**config.mk**
```make
export PLATFORM = sky130hd
export DESIGN_NAME = vga_timing_ctrl
export DESIGN_NICKNAME = d
export VERILOG_FILES = /design/src/rtl/vga_timing_ctrl.sv
export SDC_FILE = /design/constraint.sdc
export NUM_CORES = 1
export LEC_CHECK = 0
export CAP_MARGIN = 10
export CORE_MARGIN = 1.5
export CORE_UTILIZATION = 50
export CTS_CLUSTER_DIAMETER = 60
export CTS_CLUSTER_SIZE = 30
export DETAILED_ROUTE_END_ITERATION = 6
export PLACE_DENSITY = 0.81
export SLEW_MARGIN = 20
export SYNTH_ARGS = -nofsm -noshare
export SYNTH_HDL_FRONTEND = slang
export SYNTH_SLANG_ARGS = --single-unit
```
**constraint.sdc**
```tcl
create_clock -name vga_clk -period 6.2 [get_ports vga_clk]
set_clock_uncertainty 0.1 [all_clocks]
set_input_delay 1.24 -clock vga_clk [delete_from_list [all_inputs] [get_ports vga_clk]]
set_output_delay 1.24 -clock vga_clk [all_outputs]
set_load 0.02 [all_outputs]
```
**src/rtl/vga_timing_ctrl.sv**
```systemverilog
// Raster timing generator and RGB output stage for a 640x480@60 VGA path.
// Drives pos_x/pos_y to pixel stages and aligns sync/blank with the returned pixel.
module vga_timing_ctrl #(
   parameter int H_SYNC   = 96,
   parameter int H_BACK   = 48,
   parameter int H_ACTIVE = 640,
   parameter int H_FRONT  = 16,
   parameter int V_SYNC   = 2,
   parameter int V_BACK   = 33,
   parameter int V_ACTIVE = 480,
   parameter int V_FRONT  = 10,
   parameter int PIX_LAT  = 1
) (
   input  logic        vga_clk,
   input  logic        rst,
   input  logic [23:0] pix_data,
   output logic [9:0]  pos_x,
   output logic [9:0]  pos_y,
   output logic        frame_start,
   output logic        hsync,
   output logic        vsync,
   output logic [11:0] rgb
);

   localparam int H_TOTAL = H_SYNC + H_BACK + H_ACTIVE + H_FRONT;
   localparam int V_TOTAL = V_SYNC + V_BACK + V_ACTIVE + V_FRONT;
   localparam int HW      = $clog2(H_TOTAL);
   localparam int VW      = $clog2(V_TOTAL);

   localparam logic [HW-1:0] H_LAST     = HW'(H_TOTAL - 1);
   localparam logic [HW-1:0] H_SYNC_END = HW'(H_SYNC);
   localparam logic [HW-1:0] H_ACT_BEG  = HW'(H_SYNC + H_BACK);
   localparam logic [HW-1:0] H_ACT_END  = HW'(H_SYNC + H_BACK + H_ACTIVE);
   localparam logic [VW-1:0] V_LAST     = VW'(V_TOTAL - 1);
   localparam logic [VW-1:0] V_SYNC_END = VW'(V_SYNC);
   localparam logic [VW-1:0] V_ACT_BEG  = VW'(V_SYNC + V_BACK);
   localparam logic [VW-1:0] V_ACT_END  = VW'(V_SYNC + V_BACK + V_ACTIVE);

   logic [HW-1:0]      h_cnt;
   logic [VW-1:0]      v_cnt;
   logic               raw_hs;
   logic               raw_vs;
   logic               raw_act;
   logic [PIX_LAT-1:0] hs_dly;
   logic [PIX_LAT-1:0] vs_dly;
   logic [PIX_LAT-1:0] act_dly;
   logic               unused_pix_bits;

   // NOTE: sequential state is written only with non-blocking assignments so
   // every register samples the pre-edge value of its neighbours.
   always_ff @(posedge vga_clk) begin
      if (rst) begin
         h_cnt <= '0;
         v_cnt <= '0;
      end else if (h_cnt == H_LAST) begin
         h_cnt <= '0;
         v_cnt <= (v_cnt == V_LAST) ? '0 : v_cnt + 1'b1;
      end else begin
         h_cnt <= h_cnt + 1'b1;
      end
   end

   always_comb begin
      raw_hs  = (h_cnt >= H_SYNC_END);
      raw_vs  = (v_cnt >= V_SYNC_END);
      raw_act = (h_cnt >= H_ACT_BEG) && (h_cnt < H_ACT_END) &&
                (v_cnt >= V_ACT_BEG) && (v_cnt < V_ACT_END);
      pos_x   = 10'h3FF;
      pos_y   = 10'h3FF;
      if (raw_act) begin
         pos_x = 10'(h_cnt - H_ACT_BEG);
         pos_y = 10'(v_cnt - V_ACT_BEG);
      end
      frame_start = !rst && (h_cnt == '0) && (v_cnt == '0);
   end

   // The delay line matches the pixel-stage latency so sync, blank and colour
   // leave together; reset flushes it to blank so no stale pixel escapes.
   always_ff @(posedge vga_clk) begin
      if (rst) begin
         hs_dly  <= '1;
         vs_dly  <= '1;
         act_dly <= '0;
      end else begin
         hs_dly[0]  <= raw_hs;
         vs_dly[0]  <= raw_vs;
         act_dly[0] <= raw_act;
         for (int i = 1; i < PIX_LAT; i++) begin
            hs_dly[i]  <= hs_dly[i-1];
            vs_dly[i]  <= vs_dly[i-1];
            act_dly[i] <= act_dly[i-1];
         end
      end
   end

   always_ff @(posedge vga_clk) begin
      if (rst) begin
         hsync <= 1'b1;
         vsync <= 1'b1;
         rgb   <= 12'h000;
      end else begin
         hsync <= hs_dly[PIX_LAT-1];
         vsync <= vs_dly[PIX_LAT-1];
         rgb   <= act_dly[PIX_LAT-1] ?
                  {pix_data[23:20], pix_data[15:12], pix_data[7:4]} : 12'h000;
      end
   end

   // Low nibbles are dropped by the 4-bit DAC.
   assign unused_pix_bits = ^{pix_data[19:16], pix_data[11:8], pix_data[3:0]};

endmodule
```
# Word level (Yosys, flattened, before mapping)
# Cells that the tools add are included.
[word_totals]
word_cells = 34
ff_bits = 37
[op_classes]
n_reduce_logical = 10
n_lt_le_gt_ge = 6
eq_ne = 2
n_mux = 3
add_sub_neg = 4
n_bitwise = 1
[op_table]
columns = ["op", "n"]
rows = [
  ["10-bit 2-to-1 mux", 3],
  ["10-bit by 1-bit adder with 10-bit output, second input constant", 2],
  ["10-bit == test, second input constant", 2],
  ["10-bit logical NOT", 2],
  ["10-bit < comparator, second input constant", 2],
  ["10-bit by 2-bit greater-or-equal comparator with 1-bit output, second input constant", 1],
  ["10-bit by 6-bit greater-or-equal comparator with 1-bit output, second input constant", 1],
  ["10-bit by 7-bit greater-or-equal comparator with 1-bit output, second input constant", 1],
  ["10-bit by 8-bit greater-or-equal comparator with 1-bit output, second input constant", 1],
  ["10-bit by 6-bit subtractor with 10-bit output, second input constant", 1],
  ["10-bit by 8-bit subtractor with 10-bit output, second input constant", 1],
  ["1-bit logical AND", 5],
  ["2-bit OR reduction", 2],
  ["1-bit logical NOT", 1],
  ["1-bit NOT", 1],
]

# Depth between registers and ports, before layout
# Gate-level depths: netlist of run 1.
[logic_depth]
depth_word = 5
depth_mapped = 7

# Least setup slack after synthesis of run 1
# OpenSTA, ideal clock, no wires.
[synth_timing]
path_kind = "input-to-output"
startpoint = "input port rst"
endpoint = "output port frame_start"
required_time_ns = 4.860
t_arrival_ns = 2.095
setup_slack_ns = 2.765
cell_stages = 4
cell_sequence = "clkbuf_1 -> nor2_1 -> nand3_1 -> nor3_1"
[synth_between]
elab_chain_cells = 3
[synth_rtl]
columns = ["item", "line_no", "source"]
rows = [
  ["from (decl)", "15", "input logic rst,"],
  ["1-bit logical NOT", "74", "frame_start = !rst && (h_cnt == '0) && (v_cnt == '0);"],
  ["1-bit logical AND (2 in series)", "74", ""],
  ["to (decl)", "19", "output logic frame_start,"],
]
# No other way between the ends.

# Worst setup path in the final report of run 1
[layout_timing]
startpoint = "register v_cnt[0]"
endpoint = "output port pos_x[1]"
[layout_between]
elab_chain_cells = 4
[layout_rtl]
columns = ["item", "line_no", "source"]
rows = [
  ["from (decl)", "40", "logic [VW-1:0] v_cnt;"],
  ["from (signal assigned)", "57", "v_cnt <= (v_cnt == V_LAST) ? '0 : v_cnt + 1'b1;"],
  ["10-bit by 6-bit greater-or-equal comparator with 1-bit output", "67", "(v_cnt >= V_ACT_BEG) && (v_cnt < V_ACT_END);"],
  ["1-bit logical AND", "66", "raw_act = (h_cnt >= H_ACT_BEG) && (h_cnt < H_ACT_END) &&"],
  ["1-bit logical AND (*)", "67", ""],
  ["10-bit 2-to-1 mux (*)", "70", "if (raw_act) begin"],
  ["to (decl)", "17", "output logic [9:0] pos_x,"],
]
# Every way passes the cells marked *; elsewhere a longest branch is shown, timed or not.

==> flow_metrics.tcl, run 1 <==
set metrics [dict create \
    status "finished clean" \
    power.switching_uw 102 \
    postCtsHoldBufs 0 \
    post_dp_cell_area_um2 2410 \
    h-tree-depth 2 \
    first_pass_iters 4 \
    maxCapViolCount 0 \
    hold_depth 1 \
    worst_setup_path_start_kind "flip-flop" \
    p_int_uw 414 \
    die_w_um 65.7 \
    gp_congestion 0.859 \
    fin_util 0.686 \
    hold_violations 0 \
    crit_path_end_kind "output pin" \
    clk_pin_slew_ns 0.08 \
    core_area_um2 3720 \
    grt_pass1_vias 1477 \
    reg2reg_slack_ns 3.78 \
    chipHeight_um 65.7 \
    drt_first_iter_violations 74 \
    cts_sinks 37 \
    drc 0 \
    cp_data_arrival_time_ns 3.10 \
    dieArea_um2 4310 \
    p_per_area_nw_per_um2 202 \
    ys_seq_elements 37 \
    slew_headroom 0.541 \
    syn-cell-area_um2 1960 \
    port-buffer-count 48 \
    grt_usage 0.211 \
    p_comb_frac 0.046 \
    worstPathRequired_ns 4.86 \
    wl_per_cell_um 13.5 \
    ir_drop_v 0.000100 \
    antenna_left 0 \
    grt_overflow_total 0 \
    synth_nets 269 \
    diodes 0 \
    postCtsSetupRepairBufs 0 \
    totalNegativeSetupSlack_ns 0 \
    path_cells "ha_1 -> nor4_1 -> a21oi_1 -> a311oi_2 -> buf_4 -> nand3_1 -> clkdlybuf4s50_1" \
    design_area_um2 2550 \
    crit_fanout 13 \
    rr_worst_depth 6 \
    criticalPathCategory "flip-flop to output pin" \
    num_vias 1725 \
    cp_num_buf_inv 2 \
    crit_cells 7 \
    r2r_start "v_cnt[0]$_SDFFE_PP0P_" \
    area_delta_synth_final_pct 29.8 \
    p_seq_frac 0.470 \
    synth_area_per_cell_um2 8.43 \
    drv_slew 0 \
    cpPeakStageDelay_ns 0.60 \
    worstMarginPinSlew_ns 0.689 \
    holdPathEnd "hsync$_SDFF_PP1_" \
    cts_tree "yes" \
    final_layout_size_suffix_gt1_frac 0.0593 \
    nets 305 \
    grt_setup_unrepaired "false" \
    holdCritStartpoint "hs_dly$_SDFF_PP1_" \
    synth.yosys.seq_area_share 0.377 \
    io_pins 61 \
    setup_viol_count_final 0 \
    via_per_inst 5.42 \
    finalCritPeriodShare 0.717 \
    critPathSlowestCell "clkdlybuf4s50_1" \
    clkPwrFrac 0.484 \
    min_period_ns 4.44 \
    grt_pass1_wl_um 6920 \
    initial_core_util 0.528 \
    ys_types 40 \
    power.share.switching 0.198 \
    cts_buffers 5 \
    post_cts_resized 0 \
    rows 22 \
    r2r_end "act_dly$_SDFF_PP0_" \
    drt_wl_total_um 4280 \
    timing.fmax_mhz 225 \
    netlist_instances 233 \
    grt_max_degree 20 \
    cp_top_family "buffers and inverters" \
    yosys_warnings 0 \
    clk_path_buf_depth 2 \
    p_leak_nw 0.923 \
    clockRootBuffer "clkbuf_8" \
    post-dp-hpwl_um 2960 \
    clk_latency_ns 0.30 \
    hp-class "flip-flop to flip-flop" \
    power_uw 516 \
    antenna_found_initial 0 \
]
[layer usage]
metal,routed length [um],track usage,vias up
li1,-,-,858
met5,0,0,-
met3,309,0.0599,8
met4,70,0.102,0
met2,1790,0.316,67
met1,2110,0.277,792
[cells by family after synthesis]
logic type,share of synthesized area
adder cells (fa/ha/maj),0.0637
buffers and inverters,0.0752
AO/OA/AOI/OAI,0.0701
AND/OR/NAND/NOR,0.298
flip-flops,0.377
XOR/XNOR,0.116
[per-stage QoR]
stage          hold slack [ns]  worst slack, ns  std cells
6_report                 0.317             1.76        318
5_1_grt                  0.345             1.65        318
4_1_cts                  0.315             1.78        318
3_5_place_dp             0.299             1.85        310
3_3_place_gp             0.293             1.82        310
2_1_floorplan            0.289             2.77        233
[power groups by stage]
stage	clock (mW)	combinational, mW	sequential (mW)
global route	0.267	0.0257	0.243
detailed placement	0	0.0236	0.248
finish	0.250	0.0236	0.243
floorplan	0	0.0101	0.249
CTS	0.253	0.0238	0.243
global placement	0	0.0233	0.248
[how the worst max path moves through the flow]
stage,start,endpoint
5_1_grt,v_cnt[0]$_SDFFE_PP0P_,pos_x[1]
3_5_place_dp,rst,frame_start
2_1_floorplan,rst,frame_start
4_1_cts,v_cnt[0]$_SDFFE_PP0P_,pos_x[1]
6_report,v_cnt[0]$_SDFFE_PP0P_,pos_x[1]
3_3_place_gp,rst,frame_start
[worst register-to-register path: cells and delay by family, from the launching register on]
kind / cells / cell delay, ns
adders and majority gates: 1 / 0.36
buffers and inverters: 1 / 0.31
AOI/OAI and AO/OA: 2 / 0.66
and+or+nand+nor: 2 / 0.51
DFF: 1 / 0.43
[cells in the mapped netlist]
library cell | number | area, um^2
dfxtp_1 | 37 | 741
xnor2_1 | 23 | 201
nand3_1 | 22 | 110
nor2_1 | 22 | 82.6
and2_1 | 13 | 81.3
inv_1 | 12 | 45.0
a21oi_1 | 11 | 55.1
ha_1 | 10 | 125
clkbuf_1 | 9 | 33.8
nand2_1 | 9 | 33.8
nor4_1 | 9 | 56.3
buf_2 | 7 | 35.0
nand4_1 | 5 | 31.3
nor3_1 | 5 | 25.0
nand3b_1 | 4 | 30.0
or3_1 | 4 | 25.0
or2_2 | 3 | 18.8
xor2_1 | 3 | 26.3
and3_1 | 2 | 12.5
buf_6 | 2 | 22.5
o21ai_0 | 2 | 10.0
a2111o_1 | 1 | 11.3
a211oi_1 | 1 | 7.51
a311oi_1 | 1 | 8.76
a31o_2 | 1 | 8.76
a31oi_1 | 1 | 6.26
and3b_1 | 1 | 8.76
buf_1 | 1 | 3.75
buf_4 | 1 | 7.51
nand2b_1 | 1 | 6.26
nand3_2 | 1 | 10.0
nand4b_1 | 1 | 8.76
nand4bb_1 | 1 | 11.3
nor2b_1 | 1 | 6.26
nor3b_1 | 1 | 7.51
nor4b_1 | 1 | 8.76
nor4bb_1 | 1 | 10.0
o21bai_2 | 1 | 11.3
o31ai_1 | 1 | 7.51
o41a_1 | 1 | 11.3
[flip-flops by register name, summed over array words and instances (netlist names)]
signal / cells
act_dly: 1
v_cnt: 10
h_cnt: 10
vsync: 1
rgb: 12
hs_dly: 1
vs_dly: 1
hsync: 1
[cell usage in the layout, fill, tap and decap left out, types with 3 or more instances in the layout]
cell and instances:
a21oi_1 11, and2_1 13, clkbuf_8 5, clkdlybuf4s50_1 48
dfxtp_1 37, ha_1 10, inv_1 12, nand2_1 9
nand3_1 22, nand3b_1 4, nand4_1 5, nor2_1 22
nor3_1 5, nor4_1 9, or2_2 3, or3_1 4
xnor2_1 23, xor2_1 3
[layout make-up]
class / count / area [um^2]
Fill cell: 316 / 1170
Multi-Input combinational cell: 164 / 1080
Sequential cell: 37 / 741
Timing Repair Buffer: 49 / 488
Clock buffer: 5 / 68.8
Clock inverter: 3 / 65.1
Tap cell: 48 / 60.1
Inverter: 12 / 45.0
(Power assumes the default switching activity.)
==> run 2: changes to the inputs <==
--- a/config.mk
+++ b/config.mk
@@ -7,11 +7,11 @@
 export LEC_CHECK = 0
 export CAP_MARGIN = 10
 export CORE_MARGIN = 1.5
-export CORE_UTILIZATION = 50
+export CORE_UTILIZATION = 46
 export CTS_CLUSTER_DIAMETER = 60
 export CTS_CLUSTER_SIZE = 30
 export DETAILED_ROUTE_END_ITERATION = 6
-export PLACE_DENSITY = 0.81
+export PLACE_DENSITY = 0.75
 export SLEW_MARGIN = 20
 export SYNTH_ARGS = -nofsm -noshare
 export SYNTH_HDL_FRONTEND = slang
==> constraint.sdc (replaced) <==
create_clock -name vga_clk -period 4.4 [get_ports vga_clk]
set_clock_uncertainty 0.1 [all_clocks]
set_input_delay 0.88 -clock vga_clk [delete_from_list [all_inputs] [get_ports vga_clk]]
set_output_delay 0.88 -clock vga_clk [all_outputs]
set_load 0.02 [all_outputs]
==> flow_metrics.tcl, run 2 (same netlist as run 1, synthesis figures left out) <==
set metrics [dict create \
    status "finished clean" \
    final_layout_size_suffix_gt1_frac 0.0696 \
    grt_pass1_vias 1544 \
    r2r_start "h_cnt[4]$_SDFF_PP0_" \
    worstMarginPinSlew_ns 0.643 \
    dp.cells 315 \
    design_area_um2 2580 \
    grt_setup_unrepaired "false" \
    antenna_found_initial 0 \
    hp-class "flip-flop to flip-flop" \
    worstPathRequired_ns 3.42 \
    initial_core_util 0.484 \
    via_per_inst 5.29 \
    maxCapViolCount 0 \
    cp_top_family "buffers and inverters" \
    final_common_cell "clkdlybuf4s50_1" \
    drv_slew 0 \
    ir_drop_v 0.000189 \
    area_delta_synth_final_pct 31.3 \
    postCtsSetupRepairBufs 0 \
    crit_fanout 14 \
    clk_pin_slew_ns 0.08 \
    drc 0 \
    core_area_um2 4060 \
    final_cells 323 \
    postCtsHoldBufs 0 \
    critPathSlowestCell "clkdlybuf4s50_1" \
    chipHeight_um 68.3 \
    io_pins 61 \
    num_vias 1709 \
    grt_pass1_wl_um 7260 \
    min_period_ns 3.96 \
    clk_path_buf_depth 2 \
    clk_latency_ns 0.29 \
    cp_data_arrival_time_ns 2.98 \
    reg2reg_slack_ns 2.09 \
    largest_reg_flops 12 \
    post_cts_resized 0 \
    antenna_left 0 \
    h-tree-depth 2 \
    hold_violations 0 \
    cts_sinks 37 \
    power_uw 731 \
    holdPathEnd "hsync$_SDFF_PP1_" \
    dieArea_um2 4670 \
    grt_usage 0.207 \
    worst_setup_path_start_kind "flip-flop" \
    criticalPathCategory "flip-flop to output pin" \
    totalNegativeSetupSlack_ns 0 \
    drt_wl_total_um 4390 \
    diodes 0 \
    holdCritStartpoint "hs_dly$_SDFF_PP1_" \
    slew_headroom 0.571 \
    rows 23 \
    p_per_area_nw_per_um2 284 \
    rr_worst_depth 7 \
    setup_viol_count_final 0 \
    hold_depth 1 \
    largest-register "rgb" \
    wl_per_cell_um 13.6 \
    cp_num_buf_inv 4 \
    p_leak_nw 0.940 \
    nets 308 \
    cpPeakStageDelay_ns 0.58 \
    post_dp_cell_area_um2 2440 \
    cts_buffers 5 \
    largestRegisters "rgb (12), h_cnt (10), v_cnt (10)" \
    die_w_um 68.3 \
    port-buffer-count 48 \
    finalCritPeriodShare 0.899 \
    first_pass_iters 4 \
    drt_first_iter_violations 71 \
    clockRootBuffer "clkbuf_8" \
    path_cells "inv_1 -> ha_1 -> inv_1 -> o21ai_0 -> a311oi_2 -> buf_4 -> nand4b_1 -> clkdlybuf4s50_1" \
    r2r_end "act_dly$_SDFF_PP0_" \
    post-dp-hpwl_um 3110 \
    grt_max_degree 20 \
    layout_common_cells "clkdlybuf4s50_1 (48), dfxtp_1 (37), xnor2_1 (23), nor2_1 (22), nand3_1 (22)" \
    cp_common_cell "inv_1" \
    cts_tree "yes" \
    gp_congestion 0.843 \
    timing.fmax_mhz 253 \
    crit_path_end_kind "output pin" \
    grt_overflow_total 0 \
]
-- run 2: how the worst max path moves through the flow --
| stage | slack (ns) | startpoint | depth (start not counted) | end |
|---|---|---|---|---|
| 6_report | 0.44 | h_cnt[4]$_SDFF_PP0_ | 8 | pos_y[4] |
| 5_1_grt | 0.28 | h_cnt[4]$_SDFF_PP0_ | 8 | pos_y[1] |
| 4_1_cts | 0.47 | h_cnt[4]$_SDFF_PP0_ | 8 | pos_y[4] |
| 3_5_place_dp | 0.81 | h_cnt[4]$_SDFF_PP0_ | 8 | pos_y[4] |
| 3_3_place_gp | 0.84 | h_cnt[4]$_SDFF_PP0_ | 8 | pos_y[4] |
| 2_1_floorplan | 1.64 | v_cnt[0]$_SDFFE_PP0P_ | 7 | pos_x[6] |
-- run 2: final cells by class --
cell class | count | area, um^2
clock inverters | 3 | 68.8
repair buffers | 52 | 510
fillers | 360 | 1480
inverters | 12 | 45.0
flip-flops and latches | 37 | 741
multi-input cells | 164 | 1080
well taps | 50 | 62.6
clock buffers | 5 | 68.8
-- run 2: routing by layer --
| metal | GRT usage | wire (um) | share of wire |
|---|---|---|---|
| met4 | 0.0675 | 48 | 0.011 |
| met1 | 0.280 | 2050 | 0.47 |
| met5 | 0 | 0 | 0 |
| met2 | 0.319 | 1950 | 0.44 |
| met3 | 0.0543 | 344 | 0.078 |
-- run 2: worst reg2reg max path, stage by stage, from the launching register on --
cell and delay (ns):
dfxtp_1 0.48, inv_1 0.13, ha_1 0.26, inv_1 0.07, o21ai_0 0.17, a311oi_2 0.56, buf_4 0.30, and3b_1 0.17
-- run 2: stage by stage --
step,setup WS [ns],utilization,hold slack [ns]
CTS,0.467,0.635,0.315
detailed placement,0.810,0.601,0.296
finish,0.443,0.635,0.314
global placement,0.842,0.601,0.293
floorplan,1.64,-,0.289
global route,0.276,0.635,0.341
-- run 2: where the power goes --
| group | internal, mW | switching, mW | total [mW] | leakage [nW] |
|---|---|---|---|---|
| sequential | 0.339 | 0.00290 | 0.342 | 0.300 |
| combinational | 0.0198 | 0.0140 | 0.0338 | 0.571 |
| clock | 0.228 | 0.127 | 0.356 | 0.0687 |
==> run 3: changes to the inputs <==
--- a/config.mk
+++ b/config.mk
@@ -6,12 +6,13 @@
 export NUM_CORES = 1
 export LEC_CHECK = 0
 export CAP_MARGIN = 10
-export CORE_MARGIN = 1.5
 export CORE_UTILIZATION = 46
 export CTS_CLUSTER_DIAMETER = 60
 export CTS_CLUSTER_SIZE = 30
 export DETAILED_ROUTE_END_ITERATION = 6
+export HOLD_SLACK_MARGIN = 0.02
 export PLACE_DENSITY = 0.75
+export SETUP_SLACK_MARGIN = 0.02
 export SLEW_MARGIN = 20
 export SYNTH_ARGS = -nofsm -noshare
 export SYNTH_HDL_FRONTEND = slang
==> flow_metrics.tcl, run 3 (same netlist as run 1, synthesis figures left out) <==
set metrics [dict create \
    hold_depth 1 \
    worstPathRequired_ns 3.42 \
    status "finished clean" \
    area_delta_synth_final_pct 30.9 \
    clk_path_buf_depth 2 \
    finalCritPeriodShare 0.922 \
    wl_per_cell_um 13.6 \
    largest_reg_flops 12 \
    io_pins 61 \
    drt_wl_total_um 4380 \
    crit_fanout 12 \
    dp_slack_ns 0.698 \
    port-buffer-count 48 \
    diodes 0 \
    timing.fmax_mhz 247 \
    p_per_area_nw_per_um2 287 \
    grt_pass1_vias 1514 \
    first_pass_iters 4 \
    grt_pass1_wl_um 7260 \
    clk_latency_ns 0.30 \
    regArea_um2 741 \
    grt_max_degree 20 \
    clockRootBuffer "clkbuf_8" \
    hold_violations 0 \
    hp-class "flip-flop to flip-flop" \
    power.switching_uw 151 \
    drt_first_iter_violations 75 \
    drv_slew 0 \
    slew_headroom 0.553 \
    rows 23 \
    core_area_um2 4060 \
    min_period_ns 4.06 \
    postCtsHoldBufs 0 \
    rr_worst_depth 6 \
    die_w_um 67.3 \
    largest-register "rgb" \
    holdWs_ns 0.314 \
    crit_path_end_kind "output pin" \
    gp_congestion 0.839 \
    criticalPathCategory "flip-flop to output pin" \
    num_vias 1666 \
    final_layout_size_suffix_gt1_frac 0.0662 \
    cts_buffers 5 \
    cts_sinks 37 \
    cp_data_arrival_time_ns 3.08 \
    h-tree-depth 2 \
    antenna_found_initial 0 \
    dp.cells 314 \
    totalNegativeSetupSlack_ns 0 \
    p_seq_frac 0.463 \
    postCtsSetupRepairBufs 0 \
    p_comb_frac 0.046 \
    chipHeight_um 67.3 \
    final_cells 322 \
    post_cts_resized 0 \
    setup_ws_ns 0.345 \
    setup_viol_count_final 0 \
    cts_tree "yes" \
    clkPwrFrac 0.491 \
    p_int_uw 587 \
    dieArea_um2 4530 \
    drc 0 \
    nFillCells 344 \
    antenna_left 0 \
    p_leak_nw 0.934 \
    worstMarginPinSlew_ns 0.671 \
    multi_input_area_um2 1080 \
    fin_util 0.633 \
    clk_pin_slew_ns 0.08 \
    ir_drop_v 0.000183 \
    via_per_inst 5.17 \
    grt_usage 0.214 \
    maxCapViolCount 0 \
    post-dp-hpwl_um 3050 \
    initial_core_util 0.484 \
    nets 307 \
    grt_overflow_total 0 \
    grt_setup_unrepaired "false" \
    worst_setup_path_start_kind "flip-flop" \
    power.share.switching 0.205 \
    layout_common_cells "clkdlybuf4s50_1 (48), dfxtp_1 (37), xnor2_1 (23), nor2_1 (22), nand3_1 (22)" \
    largestRegisters "rgb (12), h_cnt (10), v_cnt (10)" \
    final_common_cell "clkdlybuf4s50_1" \
]
run 3: worst paths after layout:
| check | to | start | slack (ns) |
|---|---|---|---|
| worst max register to register | act_dly$_SDFF_PP0_ | v_cnt[0]$_SDFFE_PP0P_ | 1.98 |
| worst max-delay path | pos_x[1] | v_cnt[0]$_SDFFE_PP0P_ | 0.34 |
| worst min register to register | hsync$_SDFF_PP1_ | hs_dly$_SDFF_PP1_ | 0.31 |
| worst min-delay path | hsync$_SDFF_PP1_ | hs_dly$_SDFF_PP1_ | 0.31 |
run 3: metrics by stage:
step           power [mW]  area [um^2]
2_1_floorplan       0.364         1960
3_3_place_gp        0.383         2430
3_5_place_dp        0.384         2430
4_1_cts             0.745         2570
5_1_grt             0.768         2570
6_report            0.738         2570
run 3: layer usage:
layer | global-route usage | wire length [um]
met1 | 0.289 | 2060
met2 | 0.325 | 1890
met3 | 0.0422 | 339
met4 | 0.101 | 83
met5 | 0 | 0
run 3: layout make-up:
| cell class | instances | area share |
|---|---|---|
| Multi-Input combinational cell | 164 | 0.421 |
| Sequential cell | 37 | 0.288 |
| Timing Repair Buffer | 51 | 0.196 |
| Clock buffer | 5 | 0.0268 |
| Clock inverter | 3 | 0.0268 |
| Tap cell | 50 | 0.0243 |
| Inverter | 12 | 0.0175 |
run 3: critical path, cell delays in order (launching register included):
cell             delay, ns
dfxtp_1               0.44
ha_1                  0.37
nor4_1                0.26
a21oi_1               0.13
a311oi_2              0.56
buf_4                 0.31
nand3_1               0.10
clkdlybuf4s50_1       0.59
run 3: power by group through the flow:
| stage | combinational (mW) | sequential (mW) | clock (mW) |
|---|---|---|---|
| 3_5_place_dp | 0.0340 | 0.350 | 0 |
| 3_3_place_gp | 0.0338 | 0.349 | 0 |
| 4_1_cts | 0.0344 | 0.342 | 0.369 |
| 5_1_grt | 0.0382 | 0.342 | 0.387 |
| 6_report | 0.0342 | 0.342 | 0.362 |
| 2_1_floorplan | 0.0143 | 0.350 | 0 |
